### config.mk
export PLATFORM = sky130hd
export DESIGN_NAME = cordic_arbiter_flat
export DESIGN_NICKNAME = d
export VERILOG_FILES = /design/src/rtl/cordic_arbiter_if.sv /design/src/rtl/cordic_arbiter.sv /design/src/flat_wrapper.sv
export SDC_FILE = /design/constraint.sdc
export NUM_CORES = 1
export LEC_CHECK = 0
export CORE_MARGIN = 1.5
export CORE_UTILIZATION = 25
export CTS_CLUSTER_DIAMETER = 200
export DETAILED_ROUTE_END_ITERATION = 8
export GPL_TIMING_DRIVEN = 1
export PLACE_DENSITY = 0.58
export SLEW_MARGIN = 15
export SYNTH_ARGS = -nofsm -noshare
export SYNTH_HDL_FRONTEND = slang
export SYNTH_SLANG_ARGS = --single-unit
export TNS_END_PERCENT = 30
### constraint.sdc
create_clock -name clk -period 3.1 [get_ports clk]
set_clock_uncertainty 0.1 [all_clocks]
set_input_delay 0.31 -clock clk [delete_from_list [all_inputs] [get_ports clk]]
set_output_delay 0.31 -clock clk [all_outputs]
set_load 0.03 [all_outputs]
### src/rtl/cordic_arbiter_if.sv
// Signal bundle between the two angle sources, the shared cordic core and the
// response consumer. The slave side is the arbiter.
interface cordic_arbiter_if #(
   parameter int ANGLE_WIDTH = 16,
   parameter int WL          = 10
);
   logic                   req0_valid;
   logic [ANGLE_WIDTH-1:0] req0_angle;
   logic                   req0_ready;
   logic                   req1_valid;
   logic [ANGLE_WIDTH-1:0] req1_angle;
   logic                   req1_ready;
   logic                   cor_start;
   logic [ANGLE_WIDTH-1:0] cor_angle;
   logic [2*WL-1:0]        cor_result;
   logic                   rsp_valid;
   logic                   rsp_ready;
   logic                   rsp_id;
   logic [WL-1:0]          rsp_sin;
   logic [WL-1:0]          rsp_cos;
   logic                   busy;
   logic [15:0]            done_cnt;

   modport slave (
      input  req0_valid, req0_angle, req1_valid, req1_angle, cor_result, rsp_ready,
      output req0_ready, req1_ready, cor_start, cor_angle, rsp_valid, rsp_id,
             rsp_sin, rsp_cos, busy, done_cnt
   );

   modport master (
      output req0_valid, req0_angle, req1_valid, req1_angle, cor_result, rsp_ready,
      input  req0_ready, req1_ready, cor_start, cor_angle, rsp_valid, rsp_id,
             rsp_sin, rsp_cos, busy, done_cnt
   );
endinterface

### src/rtl/cordic_arbiter.sv
// Round-robin front end sharing one fixed-latency cordic core between two
// requesters; one operation in flight, result returned tagged with the requester id.
module cordic_arbiter #(
   parameter int WI          = 4,
   parameter int WF          = 6,
   parameter int ANGLE_WIDTH = 16,
   parameter int ITERATIONS  = 10,
   parameter int CORE_LAT    = ITERATIONS + 1
) (
   input logic             clk,
   input logic             rst_n,
   cordic_arbiter_if.slave io
);
   localparam int WL = WI + WF;
   localparam int CW = $clog2(CORE_LAT + 1);

   typedef enum logic [1:0] {IDLE, ISSUE, WAIT, RESP} state_t;

   state_t                      state;
   logic [1:0]                  req_valid;
   logic [1:0]                  req_ready;
   logic [1:0][ANGLE_WIDTH-1:0] req_angle;
   logic                        grant;
   logic                        accept;
   logic                        last_grant;
   logic                        id_q;
   logic [CW-1:0]               cnt;
   logic                        start_q;
   logic                        rsp_valid_q;
   logic                        rsp_id_q;
   logic                        busy_q;
   logic [ANGLE_WIDTH-1:0]      angle_q;
   logic [WL-1:0]               sin_q;
   logic [WL-1:0]               cos_q;
   logic [15:0]                 done_q;

   assign req_valid = {io.req1_valid, io.req0_valid};
   assign req_angle = {io.req1_angle, io.req0_angle};

   // A lone requester wins outright; a tie goes to whoever did not win last.
   always_comb begin
      grant = req_valid[1];
      if (&req_valid) grant = ~last_grant;
   end

   // Gated by rst_n so both readies read 0 while reset is held.
   assign req_ready[0] = rst_n & (state == IDLE) & ~grant;
   assign req_ready[1] = rst_n & (state == IDLE) & grant;
   assign accept       = |(req_valid & req_ready);

   always_ff @(posedge clk or negedge rst_n) begin
      if (!rst_n) begin
         state       <= IDLE;
         last_grant  <= 1'b1;
         id_q        <= 1'b0;
         cnt         <= '0;
         start_q     <= 1'b0;
         angle_q     <= '0;
         rsp_valid_q <= 1'b0;
         rsp_id_q    <= 1'b0;
         sin_q       <= '0;
         cos_q       <= '0;
         busy_q      <= 1'b0;
         done_q      <= '0;
      end else begin
         case (state)
            IDLE: if (accept) begin
               angle_q    <= req_angle[grant];
               id_q       <= grant;
               last_grant <= grant;
               start_q    <= 1'b1;
               busy_q     <= 1'b1;
               state      <= ISSUE;
            end
            ISSUE: begin
               start_q <= 1'b0;
               cnt     <= CW'(CORE_LAT - 1);
               state   <= WAIT;
            end
            WAIT: begin
               // cnt reaches 0 in the cycle the core result becomes valid
               if (cnt == '0) begin
                  sin_q       <= io.cor_result[2*WL-1:WL];
                  cos_q       <= io.cor_result[WL-1:0];
                  rsp_id_q    <= id_q;
                  rsp_valid_q <= 1'b1;
                  state       <= RESP;
               end else begin
                  cnt <= cnt - CW'(1);
               end
            end
            RESP: if (io.rsp_ready) begin
               rsp_valid_q <= 1'b0;
               done_q      <= done_q + 16'd1;
               busy_q      <= 1'b0;
               state       <= IDLE;
            end
            default: state <= IDLE;
         endcase
      end
   end

   assign io.req0_ready = req_ready[0];
   assign io.req1_ready = req_ready[1];
   assign io.cor_start  = start_q;
   assign io.cor_angle  = angle_q;
   assign io.rsp_valid  = rsp_valid_q;
   assign io.rsp_id     = rsp_id_q;
   assign io.rsp_sin    = sin_q;
   assign io.rsp_cos    = cos_q;
   assign io.busy       = busy_q;
   assign io.done_cnt   = done_q;
endmodule

### src/flat_wrapper.sv
// flat-port wrapper written by rule: the top's interface ports become plain ports
module cordic_arbiter_flat 
#(
   parameter int WI          = 4,
   parameter int WF          = 6,
   parameter int ANGLE_WIDTH = 16,
   parameter int ITERATIONS  = 10,
   parameter int CORE_LAT    = ITERATIONS + 1
)
  (clk, rst_n, io_req0_valid, io_req0_angle, io_req1_valid, io_req1_angle, io_cor_result, io_rsp_ready, io_req0_ready, io_req1_ready, io_cor_start, io_cor_angle, io_rsp_valid, io_rsp_id, io_rsp_sin, io_rsp_cos, io_busy, io_done_cnt);
  cordic_arbiter_if #(.ANGLE_WIDTH(ANGLE_WIDTH), .WL((WI + WF))) io_i ();
  input logic clk;
  input logic rst_n;
  input wire logic [$bits(io_i.req0_valid)-1:0] io_req0_valid;
  input wire logic [$bits(io_i.req0_angle)-1:0] io_req0_angle;
  input wire logic [$bits(io_i.req1_valid)-1:0] io_req1_valid;
  input wire logic [$bits(io_i.req1_angle)-1:0] io_req1_angle;
  input wire logic [$bits(io_i.cor_result)-1:0] io_cor_result;
  input wire logic [$bits(io_i.rsp_ready)-1:0] io_rsp_ready;
  output wire logic [$bits(io_i.req0_ready)-1:0] io_req0_ready;
  output wire logic [$bits(io_i.req1_ready)-1:0] io_req1_ready;
  output wire logic [$bits(io_i.cor_start)-1:0] io_cor_start;
  output wire logic [$bits(io_i.cor_angle)-1:0] io_cor_angle;
  output wire logic [$bits(io_i.rsp_valid)-1:0] io_rsp_valid;
  output wire logic [$bits(io_i.rsp_id)-1:0] io_rsp_id;
  output wire logic [$bits(io_i.rsp_sin)-1:0] io_rsp_sin;
  output wire logic [$bits(io_i.rsp_cos)-1:0] io_rsp_cos;
  output wire logic [$bits(io_i.busy)-1:0] io_busy;
  output wire logic [$bits(io_i.done_cnt)-1:0] io_done_cnt;
  assign io_i.req0_valid = io_req0_valid;
  assign io_i.req0_angle = io_req0_angle;
  assign io_i.req1_valid = io_req1_valid;
  assign io_i.req1_angle = io_req1_angle;
  assign io_i.cor_result = io_cor_result;
  assign io_i.rsp_ready = io_rsp_ready;
  assign io_req0_ready = io_i.req0_ready;
  assign io_req1_ready = io_i.req1_ready;
  assign io_cor_start = io_i.cor_start;
  assign io_cor_angle = io_i.cor_angle;
  assign io_rsp_valid = io_i.rsp_valid;
  assign io_rsp_id = io_i.rsp_id;
  assign io_rsp_sin = io_i.rsp_sin;
  assign io_rsp_cos = io_i.rsp_cos;
  assign io_busy = io_i.busy;
  assign io_done_cnt = io_i.done_cnt;
  cordic_arbiter #(.WI(WI), .WF(WF), .ANGLE_WIDTH(ANGLE_WIDTH), .ITERATIONS(ITERATIONS), .CORE_LAT(CORE_LAT)) u_core (.clk(clk), .rst_n(rst_n), .io(io_i));
endmodule
# After elaboration in Yosys (flattened, before gate mapping)
# Cells that the tools add are included.
# W data, S select, Z words.
[word_totals]
register_bits = 64
inputBits = 57
elab_cells = 59
[op_classes]
n_addsub = 2
order_cmp = 1
n_eq_ne = 7
mux = 15
bitwise = 6
reduce_logical = 16
[ops]
columns = ["op", "count"]
rows = [
  ["$mux W16", 2],
  ["$add A16 B1 Y16 const B", 1],
  ["$reduce_and A2 Y1", 6],
  ["$reduce_and A3 Y1", 3],
  ["$pmux W2 S4", 1],
  ["$pmux W4 S2", 1],
  ["$reduce_bool A2 Y1", 4],
  ["$mux W2", 3],
  ["$pmux W1 S2", 3],
  ["$eq A2 B2 Y1 const B", 2],
  ["$logic_not A4 Y1", 1],
  ["$mux W1", 4],
  ["$mux W4", 1],
  ["$ne A2 B1 Y1 const B", 2],
  ["$ne A2 B2 Y1 const B", 2],
  ["$sub A4 B1 Y4 const B", 1],
  ["$and A1 B1 Y1", 3],
  ["$and A2 B2 Y2", 1],
  ["$eq A2 B1 Y1 const B", 1],
  ["$logic_not A2 Y1", 1],
  ["$lt A1 B2 Y1 const B", 1],
  ["$not A1 Y1", 2],
  ["$reduce_or A2 Y1", 1],
]

# Depth between registers and ports, before layout
# Gate-level depths: netlist of the first run.
[depth]
depth_word = 8
mapped_depth = 7

# Worst setup path before layout of the first run
# Ideal clock, no wire load.
[synth_path]
path_kind = "register to register"
startpoint = "register u_core.cnt[0]"
endpoint = "register u_core.state[1]"
setup_time_ns = 0.127
arrival_time_ns = 1.590
setup_slack_ns = 1.283
path_stages_with_launch = 7
path_buffers = 0
path_cell_list = "dfrtp_1 > inv_1 > ha_1 > or3b_4 > nand2_4 > and3_4 > mux2_1"
[synth_via]
elab_chain_cells = 3
[synth_lines]
columns = ["element", "line", "text"]
rows = [
  ["from (decl)", "cordic_arbiter.sv:27", "logic [CW-1:0] cnt;"],
  ["from (signal assigned)", "cordic_arbiter.sv:77", "cnt <= CW'(CORE_LAT - 1);"],
  ["from (signal assigned)", "cordic_arbiter.sv:89", "cnt <= cnt - CW'(1);"],
  ["$logic_not A4 Y1", "cordic_arbiter.sv:82", "if (cnt == '0) begin"],
  ["$ne A2 B1 Y1 (no line)", "-", ""],
  ["$reduce_and A3 Y1 (no line)", "-", ""],
  ["to (signal assigned)", "cordic_arbiter.sv:78", "state <= WAIT;"],
  ["to (signal assigned)", "cordic_arbiter.sv:87", "state <= RESP;"],
  ["to (signal assigned)", "cordic_arbiter.sv:96", "state <= IDLE;"],
  ["to (decl)", "cordic_arbiter.sv:19", "state_t state;"],
]
# Every way passes these cells.
# A chain may end at the register's enable or synchronous reset.

# Worst setup path after layout of the first run
[layout_path]
startpoint = "input port rst_n"
endpoint = "output port io_req0_ready"
[layout_via]
elab_chain_cells = 2
[layout_lines]
columns = ["element", "line", "text"]
rows = [
  ["from (decl)", "flat_wrapper.sv:13", "input logic rst_n;"],
  ["$and A1 B1 Y1 (2 in series)", "cordic_arbiter.sv:47", "assign req_ready[0] = rst_n & (state == IDLE) & ~grant;"],
  ["to (decl)", "flat_wrapper.sv:20", "output wire logic [$bits(io_i.req0_ready)-1:0] io_req0_ready;"],
]
# Every way passes these cells.

==> results of run 1 <==
[critical path: stages]
cell and delay, ps:
dlygate4sd3_1 540, buf_2 330, nand2_1 90, nor2_1 150, clkdlybuf4s50_1 710
[stage by stage]
step | setup WS, ps | std cells
final | 546.1 | 501
after global routing | 407.5 | 501
after CTS | 448.7 | 501
after detailed placement | 793.2 | 484
after global placement | 805.9 | 484
after floorplan | 1283 | 231
[power breakdown]
part | internal (uW) | switching, uW | leakage [uW] | total (uW)
Clock | 704 | 373 | 0.000159 | 1080
Combinational | 875 | 1000 | 0.00103 | 1880
Sequential | 1150 | 191 | 0.000811 | 1340
[registers in the layout (all words and copies together), names as in the netlist, 2 cells and up]
name,cells
u_core.io.cor_angle,16
u_core.io.done_cnt,16
u_core.io.rsp_cos,10
u_core.io.rsp_sin,10
u_core.cnt,4
u_core.state,2
[Yosys cell counts (2+ instances only)]
| master | instances |
|---|---|
| mux2_2 | 3 |
| and3_1 | 2 |
| mux2i_1 | 16 |
| buf_12 | 2 |
| ha_1 | 7 |
| inv_1 | 7 |
| nor3_1 | 2 |
| dfrtp_1 | 63 |
| xnor2_1 | 10 |
| mux2_4 | 19 |
| o21ai_0 | 17 |
| nor2b_1 | 2 |
| nand4_1 | 3 |
| clkbuf_1 | 3 |
| nand2_1 | 27 |
| nor2_1 | 9 |
| a21oi_1 | 3 |
| nand3_1 | 9 |
| xor2_1 | 7 |
[placed cells by master (no fill, tap or decap), types with 7 or more instances in the layout]
cell type / count
clkbuf_16: 9
xnor2_1: 10
mux2_4: 19
nand3_1: 9
nor2_1: 9
o21ai_0: 17
xor2_1: 7
mux2i_1: 16
inv_1: 7
nand2_1: 27
dfrtp_1: 63
ha_1: 7
clkdlybuf4s50_1: 113
[routing by layer]
metal | up-vias | share of wire | GRT usage
met2 | 49 | 0.52 | 0.2074
li1 | 1044 | - | -
met1 | 1023 | 0.43 | 0.1398
met4 | 0 | 0.0091 | 0.05128
met5 | - | 0 | 0
met3 | 4 | 0.042 | 0.02952
[worst max path at each step]
stage               cells past startpoint                 startpoint                          end  slack (ps)
finish                                  5                      rst_n                io_req0_ready         550
global route                            5                      rst_n                io_req0_ready         410
CTS                                     5                      rst_n                io_req0_ready         450
detailed placement                      4              io_req1_valid                io_req1_ready         790
global placement                        4              io_req1_valid                io_req1_ready         810
floorplan                               6  u_core.cnt[0]$_DFFE_PN0P_  u_core.state[1]$_DFFE_PN0P_        1280
[cells by family after synthesis]
kind of cell / after synthesis / synth area share
AO/OA/AOI/OAI: 29 / 0.06100
buffers and inverters: 14 / 0.03308
adder cells (fa/ha/maj): 7 / 0.03007
AND/OR/NAND/NOR: 61 / 0.1061
XOR/XNOR: 17 / 0.05112
flip-flops: 64 / 0.5503
multiplexers: 39 / 0.1684
[cell type report]
cell class / count / area [um2] / area share
Tap cell: 143 / 178.9 / 0.03962
Sequential cell: 64 / 1603 / 0.3549
Timing Repair Buffer: 118 / 1169 / 0.2588
Clock buffer: 9 / 225.2 / 0.04988
Clock inverter: 7 / 96.34 / 0.02134
Inverter: 7 / 26.28 / 0.005819
Multi-Input combinational cell: 153 / 1217 / 0.2696
==> flow_summary_export.csv, run 1 <==
group,metric,value,unit
job,max_cap_viol_count,0,
synth,synth_area_leaders,"dfrtp_1 54%, mux2_4 9.8%, mux2i_1 5.5%, nand2_1 3.5%, ha_1 3.0%",
critical_path,r2r_end,"u_core.io.rsp_cos[9]$_DFFE_PN0P_",
synth,yosys.cell_types.count,39,
final_layout,fillers,1113,
die,die_w,110.9,um
outcome,status,"complete, no violations",
die,die_h,110.9,um
critical_path,reg2reg_slack,980,ps
clocking,postCtsSetupBuffers,0,
grt,antenna_found_initial,0,
placement,port-buffer-count,114,
pwr,p_per_area,951.4,mW/mm2
critical_path,cp.required,2690,ps
clocking,root_buffer,"clkbuf_16",
detailed_routing,firstDrtPassIters,6,
grt,grt_pass1_vias,2281,
pwr,peakVddDrop,0.3236,mV
detailed_routing,drc,0,
die,ios,115,
placement,post_dp_cell_area,0.004184,mm2
critical_path,worstSetupStartpointType,"input pin",
grt,gr-total-overflow,0,
clocking,clock-sinks,64,
placement,gp_routability_congestion,0.7299,
pwr,p_total,4296,uW
synth,ys_seq_elements,64,
sta,period_share,0.8238,
detailed_routing,post_drt_wl_per_cell,13.56,um
final_layout,fin_nets,417,
sta,tightest_slew,691.2,ps
sta,tns,0,ps
synth,synthCells,231,
die,fp-row-count,39,
synth,seq_area_frac_synth,0.5503,
placement,hpwl,4979,um
detailed_routing,routed_wl,6795,um
final_layout,syn2layout_area_growth,55.03,%
clocking,clk_latency,320,ps
detailed_routing,antenna_left,0,
sta,period_minus_slack,2554,ps
sta,whs,359.3,ps
detailed_routing,via_count,2120,
sta,max-slew-margin-rel,0.5392,
critical_path,rr_worst_depth,5,
synth,syn_area_per_cell,12.61,um2
clocking,cts_max_path_buffers,2,
critical_path,end_kind,"primary output",
final_layout,utilization,0.3972,
synth,yosys.area.top_type_share,0.5412,
pwr,leakagePower,0.001996,uW
clocking,cts_resized,0,
clocking,cts_buffers,9,
detailed_routing,vias_per_cell,4.232,
sta,fmax,391.6,MHz
clocking,cts_tree,"built",
clocking,path_clk_slew,50,ps
synth,syn_nets,295,
critical_path,cp.arrival,2140,ps
detailed_routing,drt-initial-drc-count,95,
final_layout,fin_area,0.004516,mm2
synth,synth_ff_type,"dfrtp_1",
die,fp.dieArea,0.01231,mm2
synth,ys_async_sr_fraction,1.000,
clocking,htreeDepth,3,
die,initial_core_util,0.2562,
final_layout,drive_gt1_frac,0.1397,
synth,netlist_area,0.002913,mm2
critical_path,r2r_start,"u_core.cnt[0]$_DFFE_PN0P_",
critical_path,path_class,"in2out",
sta,grt_setup_unrepaired,"no",
final_layout,diodes,0,
grt,grt_start_max_net_pins,55,
sta,final-setup-viol-count,0,
die,core,0.01137,mm2
synth,synth_largest_area_cell,"dfrtp_1",
sta,drv_slew,0,
grt,grt_pass1_wl,11610,um
synth,synth_edf_count,0,
grt,gr-usage-all-layers,0.1194,
critical_path,critical_path.max_fanout,16,
clocking,cts-hold-fix-buffers,1,
sta,hold_viol,0,
hold_path,hold_path.class,"in2async",
synth,synth_warnings,0,
Power figures use the tool's default switching activity.
==> inputs of run 2 (changes only) <==
==> constraint.sdc (replaced) <==
create_clock -name clk -period 2.4 [get_ports clk]
set_clock_uncertainty 0.1 [all_clocks]
set_input_delay 0.24 -clock clk [delete_from_list [all_inputs] [get_ports clk]]
set_output_delay 0.24 -clock clk [all_outputs]
set_load 0.03 [all_outputs]
==> run 2 against run 1 <==
Clock power grew 25%. Global-route usage hardly changed. Critical endpoint unchanged. Wire length increased by 0.50%. Largest power group unchanged. Core utilization grew 0.43 points.
==> flow_summary_export.csv, run 2 (synthesis gave the netlist of run 1 again) <==
group,metric,value,unit
die,fp.dieArea,0.01231,mm2
clocking,clock-sinks,64,
sta,tightest_slew,687.8,ps
grt,antenna_found_initial,0,
critical_path,reg2reg_slack,390,ps
critical_path,cp_num_cells,5,
final_layout,final_common_cell,"clkdlybuf4s50_1",
grt,grt_pass1_wl,11700,um
critical_path,worstSetupStartpointType,"flop",
clocking,cts_tree,"built",
pwr,p_total,5553,uW
sta,grt_setup_unrepaired,"no",
critical_path,crit_buf_inv,2,
critical_path,crit_chain,"inv_1 -> ha_1 -> nand2_1 -> nor2_1 -> clkdlybuf4s50_1",
critical_path,r2r_start,"u_core.cnt[0]$_DFFE_PN0P_",
pwr,p_per_area,1217,mW/mm2
grt,gr-usage-all-layers,0.1191,
final_layout,syn2layout_area_growth,56.70,%
critical_path,end_kind,"primary output",
die,die_w,110.9,um
pwr,switching_share,0.3646,
pwr,peakVddDrop,0.4829,mV
clocking,clk_latency,320,ps
critical_path,path_class,"reg2out",
detailed_routing,antenna_left,0,
placement,port-buffer-count,114,
sta,hold_viol,0,
detailed_routing,drt-initial-drc-count,73,
grt,grt_start_max_net_pins,55,
sta,tns,0,ps
final_layout,utilization,0.4015,
grt,grt_pass1_vias,2280,
sta,period_minus_slack,2213,ps
critical_path,cp.arrival,1870,ps
pwr,leakagePower,0.002019,uW
sta,max-slew-margin-rel,0.5415,
final_layout,diodes,0,
pwr,seqPwrFrac,0.313,
placement,place_ws,339.2,ps
critical_path,crit_slowest_cell,"clkdlybuf4s50_1",
pwr,internal_power,3529,uW
critical_path,max_stage_delay,710,ps
final_layout,drive_gt1_frac,0.1519,
sta,period_share,0.9219,
clocking,cts_max_path_buffers,2,
critical_path,worstSetupStartpoint,"u_core.state[0]$_DFFE_PN0P_",
clocking,root_buffer,"clkbuf_16",
hold_path,hold_path.class,"reg2reg",
critical_path,cp.required,2060,ps
job,max_cap_viol_count,0,
critical_path,critPathTopFamily,"buffers and inverters",
grt,gr-total-overflow,0,
die,initial_core_util,0.2562,
sta,drv_slew,0,
detailed_routing,post_drt_wl_per_cell,13.52,um
outcome,status,"complete, no violations",
sta,final-setup-viol-count,0,
sta,fmax,452.0,MHz
detailed_routing,drc,0,
critical_path,r2r_end,"u_core.io.rsp_sin[3]$_DFFE_PN0P_",
critical_path,critical_path.max_fanout,4,
detailed_routing,via_count,2133,
sta,setup_slack,187.4,ps
placement,gp_routability_congestion,0.7059,
critical_path,worstSetupEndpoint,"io_req0_ready",
clocking,path_clk_slew,50,ps
detailed_routing,routed_wl,6829,um
placement,hpwl,5050,um
die,fp-row-count,39,
pwr,power_switching,2024,uW
die,die_h,110.9,um
final_layout,fin_nets,421,
clocking,cts_buffers,9,
clocking,htreeDepth,3,
detailed_routing,firstDrtPassIters,4,
detailed_routing,vias_per_cell,4.224,
final_layout,final_cell_mix,"112 x clkdlybuf4s50_1, 63 x dfrtp_1, 27 x nand2_1",
die,core,0.01137,mm2
die,ios,115,
pwr,clockPowerShare,0.244,
pwr,comb_power_share,0.443,
critical_path,rr_worst_depth,6,
==> run 2: per-stage QoR <==
stage / instances / hold WS (ps) / instance area [um2]
3_3_place_gp: 488 / 97.38 / 4237
5_1_grt: 505 / 394.1 / 4564
3_5_place_dp: 488 / 108.8 / 4237
2_1_floorplan: 231 / -155.6 / 2913
6_report: 505 / 374.8 / 4564
4_1_cts: 505 / 383.9 / 4564
==> run 2: routing by layer <==
metal  global-route usage  vias to the layer above  routed length [um]
met2               0.1988                       53                3359
met3              0.02351                       11                 268
met4              0.05556                        0                 133
met5                    0                        -                   0
met1               0.1484                     1017                3066
li1                     -                     1052                   -
==> run 2: worst min-delay path by stage <==
| stage | from | end | slack (ps) | cells after the start |
|---|---|---|---|---|
| finish | u_core.io.done_cnt[15]$_DFFE_PN0P_ | u_core.io.done_cnt[15]$_DFFE_PN0P_ | 370 | 1 |
| global route | rst_n | u_core.id_q$_DFFE_PN0P_ | 390 | 3 |
| CTS | u_core.io.cor_angle[5]$_DFFE_PN0P_ | u_core.io.cor_angle[5]$_DFFE_PN0P_ | 380 | 2 |
| detailed placement | rst_n | u_core.state[0]$_DFFE_PN0P_ | 110 | 2 |
| global placement | rst_n | u_core.state[0]$_DFFE_PN0P_ | 100 | 2 |
| floorplan | rst_n | u_core.cnt[0]$_DFFE_PN0P_ | -160 | 0 |
==> run 2: power by group through the flow <==
stage          clock network, uW  registers, uW  logic [uW]
3_5_place_dp                   0           1750        2490
6_report                    1350           1740        2460
4_1_cts                     1390           1740        2500
3_3_place_gp                   0           1750        2460
2_1_floorplan                  0           2380         841
5_1_grt                     1460           1800        2660
==> run 2: worst reg2reg max path, delay by kind of cell, from the launching register on <==
kind                       cells  cell delay (ps)
adders and majority gates      1              140
buffers and inverters          2              300
DFF                            1              400
muxes                          1              320
and+or+nand+nor                2              630
==> run 2: cell type report <==
type | instances | area, um2
Fill cell | 1114 | 6805
Sequential cell | 64 | 1603
Timing Repair Buffer | 122 | 1221
Multi-Input combinational cell | 153 | 1217
Clock buffer | 12 | 266.5
Tap cell | 143 | 178.9
Clock inverter | 4 | 51.30
Inverter | 7 | 26.28
==> run 2: timing repair <==
item                       in CTS  in global routing
hold buffers                    1                  0
hold endpoints to repair       10                  0
buffers inserted                0                  0
setup endpoints to repair       0                  0
resized for setup               0                  0
